[src/rtl/sram_like_arbiter.sv]
// sram_like_arbiter: two-master (inst, data) to one-slave sram-like arbiter.
// An in-order ID FIFO steers each slave response back to the master that
// issued it. Accepts stall while OT_DEPTH requests are outstanding.
// Optional feature: define ARB_ROUND_ROBIN_EN to switch from fixed priority
// (data over inst) to round-robin between the two masters.
//
// state     | meaning
// ----------+-----------------------------------------------------------
// ST_FREE   | owner chosen by arbitration each cycle
// ST_LOCKED | slave saw s_req without s_addr_ok; lock_owner_q keeps the bus
module sram_like_arbiter #(
  parameter int OT_DEPTH = 4
) (
  input  logic        clk,
  input  logic        reset,
  input  logic        inst_req_i,
  input  logic        inst_wr_i,
  input  logic [1:0]  inst_size_i,
  input  logic [31:0] inst_addr_i,
  input  logic [3:0]  inst_wstrb_i,
  input  logic [31:0] inst_wdata_i,
  output logic        inst_addr_ok_o,
  output logic        inst_data_ok_o,
  output logic [31:0] inst_rdata_o,
  input  logic        data_req_i,
  input  logic        data_wr_i,
  input  logic [1:0]  data_size_i,
  input  logic [31:0] data_addr_i,
  input  logic [3:0]  data_wstrb_i,
  input  logic [31:0] data_wdata_i,
  output logic        data_addr_ok_o,
  output logic        data_data_ok_o,
  output logic [31:0] data_rdata_o,
  output logic        s_req_o,
  output logic        s_wr_o,
  output logic [1:0]  s_size_o,
  output logic [31:0] s_addr_o,
  output logic [3:0]  s_wstrb_o,
  output logic [31:0] s_wdata_o,
  input  logic        s_addr_ok_i,
  input  logic        s_data_ok_i,
  input  logic [31:0] s_rdata_i,
  output logic [3:0]  ot_cnt_o,
  output logic        err_o
);

  localparam int          PW      = $clog2(OT_DEPTH);
  localparam logic [3:0]  DEPTH_C = 4'(OT_DEPTH);

  typedef enum logic {ST_FREE, ST_LOCKED} state_e;

  state_e          state_q, state_d;
  logic            lock_owner_q, lock_owner_d;
  logic [OT_DEPTH-1:0] fifo_q;
  logic [PW-1:0]   wr_ptr_q, rd_ptr_q;
  logic [3:0]      cnt_q, cnt_d;
  logic            err_q;

  logic owner;      // 0 = inst, 1 = data
  logic pref;
  logic held_req;
  logic owner_req;
  logic full, empty;
  logic accept, pop;
  logic head;

`ifdef ARB_ROUND_ROBIN_EN
  logic last_q;

  // Remember which master was accepted last; the other one gets priority.
  always_ff @(posedge clk) begin
    if (reset)       last_q <= 1'b0;
    else if (accept) last_q <= owner;
  end
`endif

  assign full  = (cnt_q == DEPTH_C);
  assign empty = (cnt_q == 4'd0);
  assign head  = fifo_q[rd_ptr_q];

  // Owner selection, request mux, handshake steering and lock next-state.
  always_comb begin
    state_d      = state_q;
    lock_owner_d = lock_owner_q;
    pref         = 1'b1;
`ifdef ARB_ROUND_ROBIN_EN
    pref         = ~last_q;
`endif
    held_req = lock_owner_q ? data_req_i : inst_req_i;
    // A locked master that drops req releases the bus in that same cycle.
    if (state_q == ST_LOCKED && held_req) owner = lock_owner_q;
    else if (inst_req_i && data_req_i)    owner = pref;
    else if (inst_req_i)                  owner = 1'b0;
    else                                  owner = 1'b1;

    owner_req = owner ? data_req_i : inst_req_i;
    s_req_o   = owner_req & ~full & ~reset;
    s_wr_o    = owner ? data_wr_i    : inst_wr_i;
    s_size_o  = owner ? data_size_i  : inst_size_i;
    s_addr_o  = owner ? data_addr_i  : inst_addr_i;
    s_wstrb_o = owner ? data_wstrb_i : inst_wstrb_i;
    s_wdata_o = owner ? data_wdata_i : inst_wdata_i;

    accept         = s_req_o & s_addr_ok_i;
    inst_addr_ok_o = accept & ~owner;
    data_addr_ok_o = accept & owner;

    pop            = s_data_ok_i & ~empty & ~reset;
    inst_data_ok_o = pop & ~head;
    data_data_ok_o = pop & head;

    if (s_req_o && !s_addr_ok_i) begin
      state_d      = ST_LOCKED;
      lock_owner_d = owner;
    end else begin
      state_d      = ST_FREE;
    end

    cnt_d = cnt_q + 4'(accept) - 4'(pop);
  end

  assign inst_rdata_o = s_rdata_i;
  assign data_rdata_o = s_rdata_i;
  assign ot_cnt_o     = cnt_q;
  assign err_o        = err_q;

  // Lock state, FIFO pointers, outstanding count and sticky error.
  always_ff @(posedge clk) begin
    if (reset) begin
      state_q      <= ST_FREE;
      lock_owner_q <= 1'b0;
      wr_ptr_q     <= '0;
      rd_ptr_q     <= '0;
      cnt_q        <= 4'd0;
      err_q        <= 1'b0;
    end else begin
      state_q      <= state_d;
      lock_owner_q <= lock_owner_d;
      cnt_q        <= cnt_d;
      if (accept) wr_ptr_q <= wr_ptr_q + 1'b1;
      if (pop)    rd_ptr_q <= rd_ptr_q + 1'b1;
      if (s_data_ok_i && empty) err_q <= 1'b1;
    end
  end

  // ID storage; contents are only meaningful between the pointers.
  always_ff @(posedge clk) begin
    if (!reset && accept) fifo_q[wr_ptr_q] <= owner;
  end

endmodule
[config.mk]
export PLATFORM = sky130hd
export DESIGN_NAME = sram_like_arbiter
export DESIGN_NICKNAME = d
export VERILOG_FILES = /design/src/rtl/sram_like_arbiter.sv
export SDC_FILE = /design/constraint.sdc
export NUM_CORES = 1
export LEC_CHECK = 0
export ABC_AREA = 1
export CAP_MARGIN = 20
export CORE_AREA = 2 2 125 127
export CTS_CLUSTER_DIAMETER = 120
export DETAILED_ROUTE_END_ITERATION = 16
export DIE_AREA = 0 0 127 129
export GPL_TIMING_DRIVEN = 0
export PLACE_DENSITY = 0.59
export SYNTH_ARGS = -nofsm -noshare
export SYNTH_HDL_FRONTEND = slang
export SYNTH_SLANG_ARGS = --single-unit
export TNS_END_PERCENT = 5
[constraint.sdc]
create_clock -name clk -period 3 [get_ports clk]
set_clock_uncertainty 0.15 [all_clocks]
set_input_delay 0.3 -clock clk [delete_from_list [all_inputs] [get_ports clk]]
set_output_delay 0.3 -clock clk [all_outputs]
set_load 0.02 [all_outputs]
# After elaboration in Yosys (flattened, before gate mapping)
# Cells that the tools add are included.
# W data, S select, Z words.
dict set report word_totals {
  mem_count 0
  latchBits 0
  word_cells 54
  register_bits 15
  romBits 0
  ramBits 0
}
dict set report op_classes {
  div_mod_pow 0
  n_mul 0
  n_shift 0
  reduce_logical 9
  eq_ne 1
  mux 16
  n_lt_le_gt_ge 3
  n_addsub 4
  bitwise_logic 14
}
# op n
set op_table {}
lappend op_table {{$mux W32} 2}
lappend op_table {{$and A1 B1 Y1} 9}
lappend op_table {{$mux W1} 9}
lappend op_table {{$logic_and A1 B1 Y1} 6}
lappend op_table {{$lt A2 B3 Y1 const B} 2}
lappend op_table {{$not A1 Y1} 5}
lappend op_table {{$add A2 B1 Y2 const B} 2}
lappend op_table {{$add A4 B1 Y4} 1}
lappend op_table {{$bwmux W4} 1}
lappend op_table {{$eq A4 B3 Y1 const B} 1}
lappend op_table {{$logic_not A4 Y1} 1}
lappend op_table {{$mux W4} 1}
lappend op_table {{$sub A4 B1 Y4} 1}
lappend op_table {{$bmux W1 S2} 1}
lappend op_table {{$demux W1 S2} 1}
lappend op_table {{$ge A2 B1 Y1 const B} 1}
lappend op_table {{$logic_not A1 Y1} 2}
lappend op_table {{$mux W2} 1}

# Logic depth before layout (Yosys ltp)
dict set report depth {
  depth_word 9
  depth_mapped 12
}

# Least setup slack after synthesis
# Ideal clock, no wire load.
dict set report synth_timing {
  kind {reg2reg}
  startpoint {register cnt_q[2], in the netlist ot_cnt_o[2]}
  endpoint {register cnt_q[2], in the netlist ot_cnt_o[2]}
  arrival_ns 2.002
  setup_slack_ns 0.734
  n_path_buf 0
  stages_incl_launch_ff 13
  cell_sequence {dfxtp_1 inv_1 ha_1 nand2_1 nand3_1 inv_1 ha_1 inv_1 ha_1 inv_1 fa_1 xor2_1 nor2_1}
}
# item line
set synth_lines {}
lappend synth_lines {{start, declared} 56} ;# logic [3:0] cnt_q, cnt_d;
lappend synth_lines {{start signal, assigned} 139} ;# cnt_q <= cnt_d;
lappend synth_lines {{$logic_not A4 Y1} 78} ;# assign empty = (cnt_q == 4'd0);
lappend synth_lines {{$not A1 Y1} 108} ;# pop = s_data_ok_i & ~empty & ~reset;
lappend synth_lines {{$and A1 B1 Y1 (2 in a row)} 108}
lappend synth_lines {{via pop} 64} ;# logic accept, pop;
lappend synth_lines {{$sub A4 B1 Y4} 119} ;# cnt_d = cnt_q + 4'(accept) - 4'(pop);
# The timed path passes the listed nets, and every way through them passes these cells.
# A chain may end at the register's enable or synchronous reset.

# Worst setup path in the final report
dict set report layout_timing {
  startpoint {input port data_req_i}
  endpoint {output port s_addr_o[5]}
}
dict set report layout_between {
  elab_chain_len 4
}
# item line
set layout_rtl {}
lappend layout_rtl {{start, declared} 25} ;# input logic data_req_i,
lappend layout_rtl {{$logic_and A1 B1 Y1 or $mux W1 (tied branches)} {92, 89}}
lappend layout_rtl {{$mux W1 or $logic_and A1 B1 Y1 (tied branches)} {92, 91}}
lappend layout_rtl {{$mux W1 (*)} 91} ;# if (state_q == ST_LOCKED && held_req) owner = lock_owner_q;
lappend layout_rtl {{$mux W32 (*)} 100} ;# s_addr_o = owner ? data_addr_i : inst_addr_i;
lappend layout_rtl {{end, declared} 37} ;# output logic [31:0] s_addr_o,
# Mark *: on every way between the ends. The rest lies on a longest branch, timed or not.

==> out/results.tsv <==
metric	value	unit
outcome	finished, final reports clean	
layout-drive-gt1-share	14.4	%
dpl_cell_area	5450	um2
hold_class	reg2reg	
drt_iter0_drc	89	
netlist_area	2290	um2
cp.arrival	2.24	ns
power.share.sequential	15.8	%
critPathCaptureType	primary output	
leakagePower	2.62	nW
hold_violations	0	
globalRouteOverflowTotal	0	
cap_violations	0	
synth-simple-area-share	46.3	%
grt_max_degree	14	
ys_ff_latch	15	
ys_warn_count	0	
power	1.78	mW
p_int	1.08	mW
final_nets	888	
final_cell_mix	292 x clkdlybuf4s50_1, 221 x nand2_1, 64 x buf_4	
setup_ws	0.308	ns
diodes	0	
rows	45	
worst-slew-pin-transition	0.403	ns
num_vias	3188	
worst_hold_slack	0.301	ns
maxSlewHeadroom	73.1	%
synth_seq_area_share	14.8	%
die_h	129	um
synthMuxAreaShare	0	%
antenna_found_initial	0	
remaining_drc_errors	0	
critPathLaunchType	input port	
synth-compound-area-share	1.75	%
htreeDepth	1	
place_congestion	0.794	
postCtsSetupBuffers	0	
ir_worst_vdd	0.297	mV
grtUsageMet3	4.03	%
layout_min_cycle_time	2.69	ns
pre_cts_slack	0.0493	ns
routed_wl	12.3	mm
cts.sinks	15	
cts_resized	0	
start_util	15.3	%
worstSkewPairLatency	0.24	ns
rsz0062_at_grt	false	
setup-violations-final	0	
final_cell_count_no_fill	884	
clkPwrFrac	14.4	%
avgRoutedWirePerCell	13.9	um
fin_crit_sh	89.7	%
die-area	16400	um2
root_buffer	clkbuf_16	
cts_buffers	3	
final_common_cell	clkdlybuf4s50_1	
ant_nets	0	
core_area	15000	um2
io_pins	325	
slew_viol_final	0	
use_met2	24.1	%
nFillCells	1602	
synthesis.nets	591	
stdcell_area	5530	um2
comb_power_share	69.8	%
place_inst	880	
syn-instance-count	400	
globalRouteMet1Util	16.1	%
cts_tree	done	
numPortBuffers	292	
hpwlAfterDp	10.7	mm
fmax	371	MHz
power_density	323	nW/um2
synthXorXnorAreaFrac	0.382	%
synth_area_per_cell	5.73	um2
ys_types	21	
area_growth	141	%
grt.busiest_layer	met2	
criticalPathCategory	in2out	
final_util	36.9	%
ctsHoldBuffers	0	
grt_use_total	13.4	%
grt_pass1_vias	2904	
die_x	127	um
switching_share	39.3	%
cts.clk_slew.worst_paths	0.05	ns
synthAdderAreaFrac	6.33	%
synth_top_family_by_area	simple AND/OR/NAND/NOR gates	
grt_pass1_wl	16.9	mm
via_per_inst	3.61	
switchingPower	0.701	mW
tns	0	ns
path_max_fanout	10	
cp.required	2.55	ns
dr.pass1.iters	6	
clockBufferDepth	2	
==> per-layer routing <==
metal	share of wire, %	vias to the layer above	routed length, um
met5	0	-	0
met4	0.48	0	59
met3	9.5	4	1160
met2	50	142	6160
met1	40	1322	4870
li1	-	1720	-
==> critical path, stage by stage <==
cell and delay, ns:
clkdlybuf4s50_1 0.43, nand2_1 0.09, nand2_2 0.07, inv_2 0.17, buf_2 0.31, nand2_1 0.08, nand2_1 0.14, clkdlybuf4s50_1 0.64
==> sequential cells by signal, summed over array words and instances, names as in the netlist <==
register,flops
err_o,1
fifo_q,4
lock_owner_q,1
ot_cnt_o,4
rd_ptr_q,2
state_q,1
wr_ptr_q,2
==> cell families (layout without fill, tap and decap cells) <==
logic type,after synthesis,after routing
AND/OR/NAND/NOR,262,262
AO/OA/AOI/OAI,7,7
adder cells (fa/ha/maj),11,11
buffers and inverters,104,400
flip-flops,15,15
XOR/XNOR,1,1
==> worst paths after layout <==
check / cells after the start / start / endpoint / slack, ns
worst max register to register: 12 / ot_cnt_o[2] / ot_cnt_o[2] / 0.69
worst max-delay path: 8 / data_req_i / s_addr_o[5] / 0.31
worst min-delay path: 2 / err_o / err_o / 0.30
worst min register to register: 2 / err_o / err_o / 0.30
==> power groups by stage <==
stage,clock (mW),combinational [mW],sequential (mW)
2_1_floorplan,0,0.601,0.311
3_3_place_gp,0,1.26,0.286
3_5_place_dp,0,1.26,0.287
4_1_cts,0.264,1.27,0.283
5_1_grt,0.277,1.35,0.291
6_report,0.256,1.25,0.282
==> Yosys cell counts <==
master / count / area [um2]
buf_4: 64 / 480
nand4_1: 2 / 12.5
ha_1: 10 / 125
buf_8: 1 / 15.0
nand2_2: 11 / 68.8
buf_2: 8 / 40.0
buf_6: 6 / 67.6
a21oi_1: 5 / 25.0
nor2_2: 3 / 18.8
xor2_1: 1 / 8.76
edfxtp_1: 4 / 120
nand3_4: 1 / 17.5
o211ai_1: 2 / 15.0
nand3_1: 6 / 30.0
inv_1: 23 / 86.3
fa_1: 1 / 20.0
inv_2: 2 / 7.51
nand2_1: 221 / 830
nor2_1: 17 / 63.8
nor2_8: 1 / 20.0
dfxtp_1: 11 / 220
==> layout make-up <==
type	count	area, um2	share of cell area [%]
flip-flops and latches	15	340	6.16
plain buffers	79	603	10.9
repair buffers	292	2920	52.9
well taps	188	235	4.25
multi-input cells	281	1250	22.7
inverters	25	93.8	1.70
clock buffers	4	78.8	1.43
Note: power is estimated with default switching activity, not from simulation.
